[config.mk]
export PLATFORM = sky130hd
export DESIGN_NAME = tap_scan_sequencer
export DESIGN_NICKNAME = d
export VERILOG_FILES = /design/src/rtl/tap_scan_sequencer.sv
export SDC_FILE = /design/constraint.sdc
export NUM_CORES = 1
export LEC_CHECK = 0
export ABC_AREA = 1
export CAP_MARGIN = 25
export CORE_UTILIZATION = 40
export CTS_CLUSTER_DIAMETER = 40
export DETAILED_ROUTE_END_ITERATION = 10
export GPL_TIMING_DRIVEN = 1
export PLACE_DENSITY_LB_ADDON = 0.12
export SLEW_MARGIN = 30
export SYNTH_ARGS = -nofsm -noshare
export SYNTH_HDL_FRONTEND = slang
export SYNTH_SLANG_ARGS = --single-unit
[constraint.sdc]
create_clock -name GCLK_Pad -period 2.4 [get_ports GCLK_Pad]
set_input_delay 0.36 -clock GCLK_Pad [delete_from_list [all_inputs] [get_ports GCLK_Pad]]
set_output_delay 0.36 -clock GCLK_Pad [all_outputs]
set_load 0.05 [all_outputs]
[src/rtl/tap_scan_sequencer.sv]
// Host-side TAP sequencer: turns reset / IR scan / DR scan / dwell commands into
// TMS/TDI pad streams, captures TDO and checks the TAP lands in Run-Test/Idle.
module tap_scan_sequencer #(
  parameter int         MAX_BITS = 16,
  parameter int         LEN_W    = 5,
  parameter logic [2:0] RTI_CODE = 3'd1
) (
  input  logic                GCLK_Pad,
  input  logic                Rst_Pad,
  input  logic                cmd_valid,
  output logic                cmd_ready,
  input  logic [1:0]          cmd_op,
  input  logic [LEN_W-1:0]    cmd_len,
  input  logic [MAX_BITS-1:0] cmd_data,
  output logic                TMS_Pad,
  output logic                TDI_Pad,
  input  logic                TDO_Pad,
  input  logic [2:0]          St_obs,
  output logic                rsp_valid,
  output logic [MAX_BITS-1:0] rsp_data,
  output logic                rsp_err,
  output logic                busy
);

  typedef enum logic [2:0] {S_AUTO, S_IDLE, S_PRE, S_SHIFT, S_POST, S_CHECK} state_t;

  localparam logic [1:0]       OP_RST   = 2'b00;
  localparam logic [1:0]       OP_IR    = 2'b01;
  localparam logic [1:0]       OP_DR    = 2'b10;
  localparam logic [1:0]       OP_DWELL = 2'b11;
  localparam logic [LEN_W-1:0] ONE      = LEN_W'(1);

  state_t              r_state;
  state_t              w_next;
  logic [LEN_W-1:0]    r_cnt;
  logic [1:0]          r_op;
  logic [LEN_W-1:0]    r_len;
  logic [MAX_BITS-1:0] r_sh;
  logic [MAX_BITS-1:0] r_cap;
  logic                r_rsp_valid;
  logic                r_rsp_err;
  logic [MAX_BITS-1:0] r_rsp_data;
  logic                w_tms;
  logic                w_last;
  logic                w_accept;

  function automatic logic [LEN_W-1:0] scan_len(input logic [LEN_W-1:0] len);
    if (len == '0)
      return ONE;
    else if (len > LEN_W'(MAX_BITS))
      return LEN_W'(MAX_BITS);
    else
      return len;
  endfunction

  assign w_accept = (r_state == S_IDLE) && cmd_valid;

  always_comb begin
    w_next = r_state;
    w_tms  = 1'b0;
    w_last = 1'b0;
    case (r_state)
      S_AUTO: begin
        w_tms = (r_cnt < LEN_W'(5));
        if (r_cnt == LEN_W'(5)) w_next = S_IDLE;
      end
      S_IDLE: begin
        if (cmd_valid)
          w_next = (cmd_op == OP_DWELL && cmd_len == '0) ? S_CHECK : S_PRE;
      end
      S_PRE: begin
        // Per-op lead-in walks the TAP from Run-Test/Idle to its Shift state
        case (r_op)
          OP_RST: begin
            w_tms  = (r_cnt < LEN_W'(5));
            w_last = (r_cnt == LEN_W'(5));
          end
          OP_IR: begin
            w_tms  = (r_cnt < LEN_W'(2));
            w_last = (r_cnt == LEN_W'(3));
          end
          OP_DR: begin
            w_tms  = (r_cnt == '0);
            w_last = (r_cnt == LEN_W'(2));
          end
          default: begin
            w_tms  = 1'b0;
            w_last = (r_cnt == r_len - ONE);
          end
        endcase
        if (w_last)
          w_next = (r_op == OP_RST || r_op == OP_DWELL) ? S_CHECK : S_SHIFT;
      end
      S_SHIFT: begin
        w_tms = (r_cnt == r_len - ONE);
        if (w_tms) w_next = S_POST;
      end
      S_POST: begin
        w_tms = (r_cnt == '0);
        if (r_cnt == ONE) w_next = S_CHECK;
      end
      S_CHECK: w_next = S_IDLE;
      default: w_next = S_AUTO;
    endcase
  end

  always_ff @(posedge GCLK_Pad) begin
    if (Rst_Pad) begin
      r_state <= S_AUTO;
      r_cnt   <= '0;
    end else begin
      r_state <= w_next;
      r_cnt   <= (w_next != r_state) ? '0 : r_cnt + ONE;
    end
  end

  always_ff @(posedge GCLK_Pad) begin
    if (w_accept) begin
      r_op  <= cmd_op;
      r_len <= (cmd_op == OP_DWELL) ? cmd_len : scan_len(cmd_len);
      r_sh  <= cmd_data;
      r_cap <= '0;
    end else if (r_state == S_SHIFT) begin
      r_sh  <= r_sh >> 1;
      r_cap <= r_cap | ({{(MAX_BITS-1){1'b0}}, TDO_Pad} << r_cnt);
    end
  end

  always_ff @(posedge GCLK_Pad) begin
    if (Rst_Pad) begin
      r_rsp_valid <= 1'b0;
      r_rsp_err   <= 1'b0;
      r_rsp_data  <= '0;
    end else begin
      r_rsp_valid <= (r_state == S_CHECK);
      if (r_state == S_CHECK) begin
        r_rsp_err  <= (St_obs != RTI_CODE);
        r_rsp_data <= r_cap;
      end
    end
  end

  assign TMS_Pad   = w_tms;
  assign TDI_Pad   = (r_state == S_SHIFT) && r_sh[0];
  assign cmd_ready = (r_state == S_IDLE);
  assign busy      = (r_state != S_IDLE);
  assign rsp_valid = r_rsp_valid;
  assign rsp_data  = r_rsp_data;
  assign rsp_err   = r_rsp_err;

endmodule

======== Word level (Yosys, flattened, before mapping) ========
Index checks and enable logic that the tools add are counted.
storage, ports and cells
  register bits ........................... 65
  input port bits ......................... 30
  output and inout bits ................... 22
cells by class
  $add $sub $neg .......................... 2
  magnitude comparators ................... 3
  equal/unequal tests ..................... 17
  shift-type cells ........................ 1
  multiplexer cells ....................... 17
  bitwise operators ....................... 1
  reduce and logical (&&, ||, !) cells .... 10
operator list
  operator             number
  $mux 16              2
  $mux 3               7
  $pmux 3 s6           1
  $or 16x16->16        1
  $shl 1x5->16         1
  $mux 5               3
  $eq 5x2->1 const B   2
  $logic_not 5->1      2
  $eq 2x2->1 const B   3
  $eq 3x2->1 const B   2
  $eq 3x3->1 const B   2
  $ne 3x1->1 const B   2
  $pmux 1 s3           2
  $add 5x1->5 const B  1
  $eq 5x1->1 const B   1
  $eq 5x3->1 const B   1
  $eq 5x5->1           1
  $gt 5x5->1 const B   1
  $lt 5x2->1 const B   1
  $lt 5x3->1 const B   1
  $sub 5x1->5 const B  1
  $pmux 1 s4           1
  $eq 3x1->1 const B   1
  $logic_and 1x1->1    3
  8 further kinds      8

======== Longest topological paths before layout ========
Gate-level depths: netlist (run 1).
  depth after elaboration ................. 8
  gate-level depth with buffers ........... 16
  depth with buffers taken out ............ 16

======== Worst setup path after synthesis (run 1) ========
Ideal clock, no wire load.
  path kind ............................... register to output
  start point ............................. reg r_len[0]
  end point ............................... out TMS_Pad
  arrival ................................. 1.973 ns
  data required time ...................... 2.040 ns
  slack ................................... 0.067 ns
  stages on the path, launching flop included .. 10
  buffers on the path ..................... 0
  path through ............................ edfxtp_1 inv_1 ha_1 nand2_1 nand2_1 nor2_2 nand2_2 nor2_4 nand2_4 o2111ai_1
on the way
  word-level cells in the longest chain between the ends .. 3
RTL lines
  element                 line  RTL
  start, declared         37    logic [LEN_W-1:0] r_len;
  start signal, assigned  120   r_len <= (cmd_op == OP_DWELL) ? cmd_len : scan_len(cmd_len);
  $sub 5x1->5             95    w_tms = (r_cnt == r_len - ONE);
  $eq 5x5->1              95
  $pmux 1 s4              62    case (r_state)
  end, declared           15    output logic TMS_Pad,
No other way between the ends.

======== Worst setup path after layout (run 1) ========
Ends and elaborated chain as after synthesis.

==> flow_summary_export.csv, run 1 <==
group,metric,value,unit
detailed_routing,via_per_inst,4.78,
detailed_routing,firstDrtPassIters,4,
place,dpl-instance-area,0.00375,mm^2
logic_synthesis,ys_seq_area_frac,0.496,
sta,finalSetupViolations,0,
run_status,status,"finished, final reports clean",
place,numPortBuffers,51,
sta,finalCritPeriodShare,0.965,
setup_path,reg2reg_slack,0.37,ns
clocking,numCtsBuffers,9,
setup_path,cp.arrival,1.96,ns
sta,hold_viol,0,
sta,skew,0.00952,ns
logic_synthesis,muxShareOfSynthArea,0,
logic_synthesis,synth_top_family_by_area,"simple AND/OR/NAND/NOR gates",
place,place_inst,520,
logic_synthesis,async_reset_ff_frac,0,
setup_path,path_class,"reg -> out",
logic_synthesis,synth_nets,414,
place,place_congestion,0.820,
sta,timing.final.crit_period,2.32,ns
sta,max_freq,432,MHz
die,io-pin-count,52,
cells_and_area,syn2layout_area_growth,29.5,%
clocking,cts_tree,"done",
clocking,insertion_delay,0.35,ns
global_routing,grt_pass1_vias,2505,
clocking,clk_pin_slew_worst_paths,0.07,ns
die,fp.coreArea,0.00737,mm^2
logic_synthesis,ys_seq_elements,65,
global_routing,grt_pass1_wl,11500,um
place,dp_hpwl,4680,um
sta,tightest_slew,0.588,ns
power_and_ir_drop,ir_drop,299,uV
setup_path,crit_fanout,3,
clocking,clockBufferDepth,2,
logic_synthesis,syn_inst,375,
cells_and_area,utilization,0.543,
cells_and_area,diodes,0,
setup_path,critPathRequiredTime,2.04,ns
clocking,h-tree-depth,3,
global_routing,grt.total_usage,0.177,
hold_path,hp-class,"reg -> reg",
clocking,clkSinkCount,65,
cells_and_area,nNetsFinal,475,
logic_synthesis,synth_cell_type_count,31,
die,die_y,89.9,um
logic_synthesis,synth-adder-area-share,0.0365,
detailed_routing,num_vias,2583,
logic_synthesis,ys.flop_type,"dfxtp_1",
logic_synthesis,ys_warn_count,0,
clocking,cts_hold_buffers,0,
cells_and_area,final_layout_size_suffix_gt1_frac,0.156,
power_and_ir_drop,powerDensity,569,mW/mm^2
global_routing,antenna_found_initial,0,
logic_synthesis,synth-edff-count,23,
place,place_ws,0.344,ns
cells_and_area,fillers,730,
die,rows,31,
detailed_routing,routedWlPerCell,12.4,um
detailed_routing,drt_wl_total,6680,um
logic_synthesis,synth_area_per_cell,8.23,um^2
cells_and_area,fin_cells,540,
sta,holdWs,0.455,ns
setup_path,critPathCaptureType,"output pin",
die,dieArea,0.00807,mm^2
die,die-width,89.9,um
logic_synthesis,synthSimpleGateAreaFrac,0.316,
cells_and_area,fin_area,0.00400,mm^2
detailed_routing,drc,0,
power_and_ir_drop,leakage,0.00163,uW
sta,fin_ws,0.0849,ns
clocking,root_buffer,"clkbuf_8",
die,start_util,0.419,
sta,drv_slew,0,
logic_synthesis,netlist_area,0.00309,mm^2
detailed_routing,drtIter0Drc,140,
setup_path,critPathLaunchType,"flop",
logic_synthesis,synth-xor-area-share,0.00851,
job,maxCapViolCount,0,
global_routing,grt-ovfl-total,0,
detailed_routing,ant_nets,0,
global_routing,grt_max_degree,29,
sta,max-slew-margin-rel,0.607,
logic_synthesis,synth_compound_area_frac,0.0818,
## what timing repair did
action | CTS | global route
cloned | 0 | 0
pin swaps | 0 | 8
setup buffers | 0 | 4
gates resized for setup | 1 | 9
setup endpoints to repair | 1 | 1
## layout make-up
class	count	area [um^2]	share of cell area
timing repair buffer	62	611	0.153
tap	99	124	0.0310
multi-input combinational	260	1410	0.352
inverter	38	143	0.0357
clock buffer	11	153	0.0382
sequential	65	1530	0.383
clock inverter	5	28.8	0.00720
## Yosys cell counts (all sizes together) (2+ instances only)
cell type / instances / area share
xor2: 2 / 0.0057
edfxtp: 23 / 0.22
o21ai: 3 / 0.0049
clkbuf: 8 / 0.0097
buf: 4 / 0.0053
ha: 9 / 0.036
dfxtp: 42 / 0.27
nand3: 31 / 0.062
inv: 38 / 0.046
nand2: 104 / 0.14
nor3: 8 / 0.017
nor2: 50 / 0.082
nand4: 8 / 0.016
a21oi: 39 / 0.067
## worst paths after layout
| kind | start | endpoint | cells past startpoint |
|---|---|---|---|
| worst min-delay path | r_cap[15] | r_cap[15] | 2 |
| worst max-delay path | r_len[0] | TMS_Pad | 11 |
| worst max register to register | r_len[0] | r_cnt[4] | 16 |
| worst min register to register | r_cap[15] | r_cap[15] | 2 |
## cell usage in the layout (no fill, tap or decap), types with 2 or more instances in the layout
master	Yosys	final
xor2_1	2	2
inv_1	31	29
clkdlybuf4s50_1	0	48
buf_4	0	12
nand3_1	27	27
nor2_2	8	7
nor3_1	7	7
buf_12	0	2
nand4_1	8	8
edfxtp_1	23	23
clkbuf_8	0	9
a21oi_1	38	38
ha_1	9	8
nand2_4	3	3
nand2_1	97	95
nand2_2	4	6
dfxtp_1	42	41
nor2_1	37	37
o21ai_0	3	3
nand3_4	2	2
nor2_4	4	5
nand3_2	2	2
inv_2	7	9
clkinv_2	0	4
## report_power, final
part,switching (uW),internal (uW),leakage (uW),total [uW]
combinational,119,103,0.000985,222
sequential,21.6,1160,0.000548,1180
clock,441,433,0.0000980,874
total,582,1690,0.00163,2280
## per-stage QoR
step | power [uW] | TNS, ns
2_1_floorplan | 1320 | 0
3_3_place_gp | 1420 | 0
3_5_place_dp | 1420 | 0
4_1_cts | 2280 | 0
5_1_grt | 2360 | -0.0218
6_report | 2280 | 0
## layer usage
metal	share of wire	GRT usage
met1	0.49	0.235
met5	0	0
met2	0.45	0.276
met3	0.043	0.0440
met4	0.017	0.0726
## state kept, by name, indices dropped and copies added, names as in the netlist
register,count
r_state,3
rsp_err,1
rsp_data,16
r_op,2
r_cnt,5
rsp_valid,1
r_len,5
r_sh,16
r_cap,16
## worst max-delay path: stages, from the launching register on
cell and delay, ns:
edfxtp_1 0.36, inv_2 0.06, ha_4 0.27, inv_2 0.03, nand2_2 0.05, nand2_2 0.05
nor2_2 0.10, nand2_2 0.07, nor2_4 0.13, nand2_4 0.08, o2111ai_4 0.24, buf_12 0.17
## logic make-up (layout without fill, tap and decap cells)
logic type | Yosys count | in the layout
AND/OR/NAND/NOR | 202 | 202
flip-flops | 65 | 65
buffers and inverters | 50 | 116
AO/OA/AOI/OAI | 46 | 46
adder cells (fa/ha/maj) | 9 | 9
XOR/XNOR | 3 | 3
Power figures use the tool's default switching activity.
==> run 2: changes to the inputs <==
--- a/config.mk
+++ b/config.mk
@@ -7,6 +7,7 @@
 export LEC_CHECK = 0
 export ABC_AREA = 1
 export CAP_MARGIN = 25
+export CORE_ASPECT_RATIO = 0.8
 export CORE_UTILIZATION = 40
 export CTS_CLUSTER_DIAMETER = 40
 export DETAILED_ROUTE_END_ITERATION = 10
==> flow_summary_export.csv, run 2 (synthesis results as in run 1) <==
group,metric,value,unit
sta,drv_slew,0,
clocking,clk_pin_slew_worst_paths,0.07,ns
sta,fin_ws,0.0854,ns
setup_path,cp.arrival,1.95,ns
place,numPortBuffers,51,
setup_path,worst_r2r_endpoint,"r_cnt[4]",
run_status,status,"finished, final reports clean",
setup_path,critPathRequiredTime,2.04,ns
die,die_y,80.6,um
setup_path,rr_startpoint,"r_len[0]",
global_routing,grt.total_usage,0.181,
sta,hold_viol,0,
sta,tightest_slew,0.599,ns
die,start_util,0.416,
detailed_routing,drc,0,
power_and_ir_drop,powerDensity,572,mW/mm^2
setup_path,critPathCaptureType,"output pin",
detailed_routing,routedWlPerCell,12.2,um
die,io-pin-count,52,
power_and_ir_drop,ir_drop,290,uV
global_routing,grt_pass1_vias,2412,
die,rows,28,
cells_and_area,nNetsFinal,475,
die,die-width,100,um
place,dp_hpwl,4730,um
cells_and_area,utilization,0.540,
clocking,clkSinkCount,65,
place,place_ws,0.344,ns
sta,skew,0.0123,ns
sta,finalSetupViolations,0,
cells_and_area,syn2layout_area_growth,29.9,%
sta,max-slew-margin-rel,0.599,
setup_path,reg2reg_depth,16,
clocking,root_buffer,"clkbuf_8",
detailed_routing,drtIter0Drc,103,
clocking,cts_hold_buffers,0,
detailed_routing,top_layer,"met4",
global_routing,antenna_found_initial,0,
clocking,insertion_delay,0.34,ns
detailed_routing,via_per_inst,4.75,
detailed_routing,firstDrtPassIters,4,
die,dieArea,0.00808,mm^2
sta,finalCritPeriodShare,0.964,
cells_and_area,final_common_cell,"nand2_1",
job,maxCapViolCount,0,
detailed_routing,wl_met3,320,um
cells_and_area,final_layout_size_suffix_gt1_frac,0.152,
setup_path,crit_path_end,"TMS_Pad",
detailed_routing,wl_met1,3320,um
detailed_routing,num_vias,2593,
hold_path,hp-class,"reg -> reg",
cells_and_area,final_cell_mix,"nand2_1 (97), clkdlybuf4s50_1 (48), dfxtp_1 (40)",
sta,finalSetupTns,0,ns
setup_path,reg2reg_slack,0.37,ns
setup_path,critPathLaunchType,"flop",
global_routing,grt_pass1_wl,11100,um
setup_path,crit_fanout,4,
place,place_congestion,0.889,
detailed_routing,ant_nets,0,
clocking,cts_tree,"done",
detailed_routing,drt_wl_total,6670,um
die,fp.coreArea,0.00743,mm^2
setup_path,crit_path_start,"r_len[0]",
setup_path,path_class,"reg -> out",
sta,max_freq,432,MHz
clocking,h-tree-depth,3,
power_and_ir_drop,leakage,0.00163,uW
global_routing,grt-ovfl-total,0,
cells_and_area,diodes,0,
clocking,numCtsBuffers,9,
clocking,clockBufferDepth,2,
sta,timing.final.crit_period,2.31,ns
detailed_routing,met2_length,2940,um
global_routing,grt_max_degree,28,
-- run 2: cell count changes in the layout (fill, tap and decap cells not counted) --
cell / previous run / this run
clkinv_2: 4 / 2
inv_6: 0 / 2
nand2_1: 95 / 97
nand2_2: 6 / 4
dfxtp_1: 41 / 40
dfxtp_2: 1 / 2
inv_1: 29 / 30
inv_2: 9 / 8
-- run 2: what timing repair did --
action | 4_1_cts | 5_1_grt
pin swaps | 0 | 5
setup endpoints to repair | 1 | 1
buffers inserted | 0 | 4
resized for setup | 1 | 7
-- run 2: routing by layer --
metal	global-route usage	vias to the layer above
li1	-	1344
met1	0.245	1189
met2	0.269	49
met3	0.0574	11
met4	0.0667	0
met5	0	-
-- run 2: critical path, cell delays in order (launching register included) --
cell and delay (ns):
edfxtp_1 0.36, inv_2 0.06, ha_4 0.26, inv_1 0.04, nand2_2 0.05, nand2_1 0.05, nor2_2 0.11, nand2_2 0.07
nor2_4 0.14, nand2_4 0.09, o2111ai_4 0.23, buf_12 0.17
-- run 2: cell type report --
class                   count  area [um^2]
clock buffers              11          153
clock inverters             5         36.3
well taps                 105          131
repair buffers             62          611
multi-input cells         260         1400
inverters                  38          143
flip-flops and latches     65         1530
fillers                   726         3420
-- run 2: where the power goes --
group	leakage [uW]	total, uW	switching (uW)	internal, uW
Sequential	0.000548	1180	22.4	1160
Combinational	0.000987	221	120	101
Clock	0.0000992	891	447	444
Total	0.00163	2290	589	1700
-- run 2: stage by stage --
stage	instance area (um^2)	std cells	power, uW	hold WS (ns)
4_1_cts	3950	542	2310	0.455
3_3_place_gp	3750	526	1410	0.443
6_report	4010	546	2290	0.461
5_1_grt	4010	546	2400	0.475
2_1_floorplan	3090	375	1320	0.429
3_5_place_dp	3750	526	1420	0.445
-- run 2: worst min-delay path by stage --
stage	cells after the start	startpoint	end	slack, ns
2_1_floorplan	1	Rst_Pad	r_state[1]	0.43
3_3_place_gp	2	r_cap[15]	r_cap[15]	0.44
3_5_place_dp	2	r_cap[15]	r_cap[15]	0.45
4_1_cts	2	r_cap[15]	r_cap[15]	0.46
5_1_grt	2	r_cap[7]	r_cap[7]	0.48
6_report	2	r_cap[15]	r_cap[15]	0.46
==> run 3: changes to the inputs <==
--- a/config.mk
+++ b/config.mk
@@ -11,8 +11,9 @@
 export CORE_UTILIZATION = 40
 export CTS_CLUSTER_DIAMETER = 40
 export DETAILED_ROUTE_END_ITERATION = 10
-export GPL_TIMING_DRIVEN = 1
+export DONT_BUFFER_PORTS = 1
 export PLACE_DENSITY_LB_ADDON = 0.12
+export REMOVE_ABC_BUFFERS = 1
 export SLEW_MARGIN = 30
 export SYNTH_ARGS = -nofsm -noshare
 export SYNTH_HDL_FRONTEND = slang
==> flow_summary_export.csv, run 3 (synthesis results as in run 1) <==
group,metric,value,unit
run_status,status,"finished, final reports clean",
sta,finalSetupViolations,0,
sta,hold_viol,0,
cells_and_area,fillers,789,
detailed_routing,firstDrtPassIters,4,
setup_path,crit_fanout,4,
place,dp_hpwl,4490,um
clocking,cts_tree,"done",
detailed_routing,top_layer,"met4",
cells_and_area,nNetsFinal,422,
setup_path,cp.arrival,1.97,ns
cells_and_area,utilization,0.470,
clocking,clkSinkCount,65,
cells_and_area,syn2layout_area_growth,12.9,%
global_routing,grt.total_usage,0.169,
setup_path,critPathRequiredTime,2.04,ns
sta,timing.final.crit_period,2.33,ns
place,place_inst,476,
clocking,clockBufferDepth,2,
cells_and_area,final_layout_size_suffix_gt1_frac,0.168,
sta,max_freq,429,MHz
global_routing,grt_pass1_vias,2189,
sta,holdWs,0.0819,ns
setup_path,critPathLaunchType,"flop",
clocking,clk_pin_slew_worst_paths,0.08,ns
clocking,cts_hold_buffers,0,
global_routing,antenna_found_initial,0,
sta,skew,0.0114,ns
power_and_ir_drop,leakage,0.00143,uW
detailed_routing,drtIter0Drc,71,
die,io-pin-count,52,
detailed_routing,wl_met3,275,um
cells_and_area,fin_cells,493,
detailed_routing,met2_length,2680,um
cells_and_area,diodes,0,
place,place_congestion,0.786,
clocking,h-tree-depth,3,
clocking,numCtsBuffers,9,
die,die_y,80.6,um
sta,finalSetupTns,0,ns
detailed_routing,drt_wl_total,6290,um
die,start_util,0.416,
job,maxCapViolCount,0,
cells_and_area,final_cell_mix,"nand2_1 (95), dfxtp_1 (41), a21oi_1 (38)",
clocking,insertion_delay,0.34,ns
cells_and_area,final_common_cell,"nand2_1",
detailed_routing,drc,0,
sta,drv_slew,0,
die,die-width,100,um
sta,max-slew-margin-rel,0.604,
detailed_routing,wl_met1,3280,um
sta,finalCritPeriodShare,0.970,
power_and_ir_drop,ir_drop,279,uV
setup_path,critPathCaptureType,"output pin",
global_routing,grt_pass1_wl,10600,um
detailed_routing,routedWlPerCell,12.8,um
detailed_routing,via_per_inst,4.73,
global_routing,grt-ovfl-total,0,
setup_path,path_class,"reg -> out",
hold_path,hp-class,"in -> reg",
detailed_routing,num_vias,2334,
sta,tightest_slew,0.592,ns
sta,rsz0062_at_grt,"yes",
place,numPortBuffers,0,
die,fp.coreArea,0.00743,mm^2
clocking,root_buffer,"clkbuf_8",
global_routing,grt_max_degree,26,
detailed_routing,ant_nets,0,
die,dieArea,0.00808,mm^2
power_and_ir_drop,total_power,2290,uW
die,rows,28,
power_and_ir_drop,powerDensity,658,mW/mm^2
==> run 3: cell count changes in the layout (fill, tap and decap cells not counted), sizes merged <==
cell and change:
buf -5, bufinv +1, clkbuf -2, clkdlybuf4s50 -48, clkinv -1, clkinvlp +1, inv +1
==> run 3: repair_timing <==
item	4_1_cts	5_1_grt
setup buffers	0	1
resized for setup	0	11
setup endpoints to repair	0	1
==> run 3: cell type report <==
cell class                      count  area (um^2)  share of cell area
Sequential cell                    65         1530               0.440
Multi-Input combinational cell    260         1410               0.404
Inverter                           38          143              0.0409
Tap cell                          105          131              0.0377
Clock buffer                        9          124              0.0355
Clock inverter                      7         77.6              0.0222
Timing Repair Buffer                9         71.3              0.0205
==> run 3: report_power, final <==
group / switching (uW) / internal, uW
clock network: 463 / 491
registers: 21.5 / 1160
logic: 105 / 55.4
total: 589 / 1700
==> run 3: per-layer routing <==
metal	vias to the layer above	GRT usage
li1	1240	-
met1	1051	0.231
met2	38	0.253
met3	5	0.0592
met4	0	0.0435
met5	-	0
==> run 3: worst max-delay path, cell delays in order (launching register included) <==
cell and delay [ns]:
edfxtp_1 0.36, inv_2 0.06, ha_4 0.27, inv_2 0.03
nand2_2 0.05, nand2_2 0.04, nor2_2 0.10, nand2_2 0.08
nor2_4 0.13, nand2_4 0.09, o2111ai_4 0.22, buf_6 0.19
==> run 3: through the flow <==
stage          worst slack, ns  instance area, um^2
2_1_floorplan          -0.0349                 3040
3_3_place_gp             0.395                 3230
3_5_place_dp             0.379                 3230
4_1_cts                0.00340                 3430
5_1_grt                -0.0301                 3490
6_report                0.0711                 3490
==> run 3: final timing paths <==
check	start	cells after the start	slack, ns	end
hold reg to reg	r_cap[7]	2	0.46	r_cap[7]
setup / recovery	r_len[0]	11	0.07	TMS_Pad
hold / removal	Rst_Pad	1	0.08	r_state[1]
setup reg to reg	r_len[0]	15	0.50	r_cnt[0]
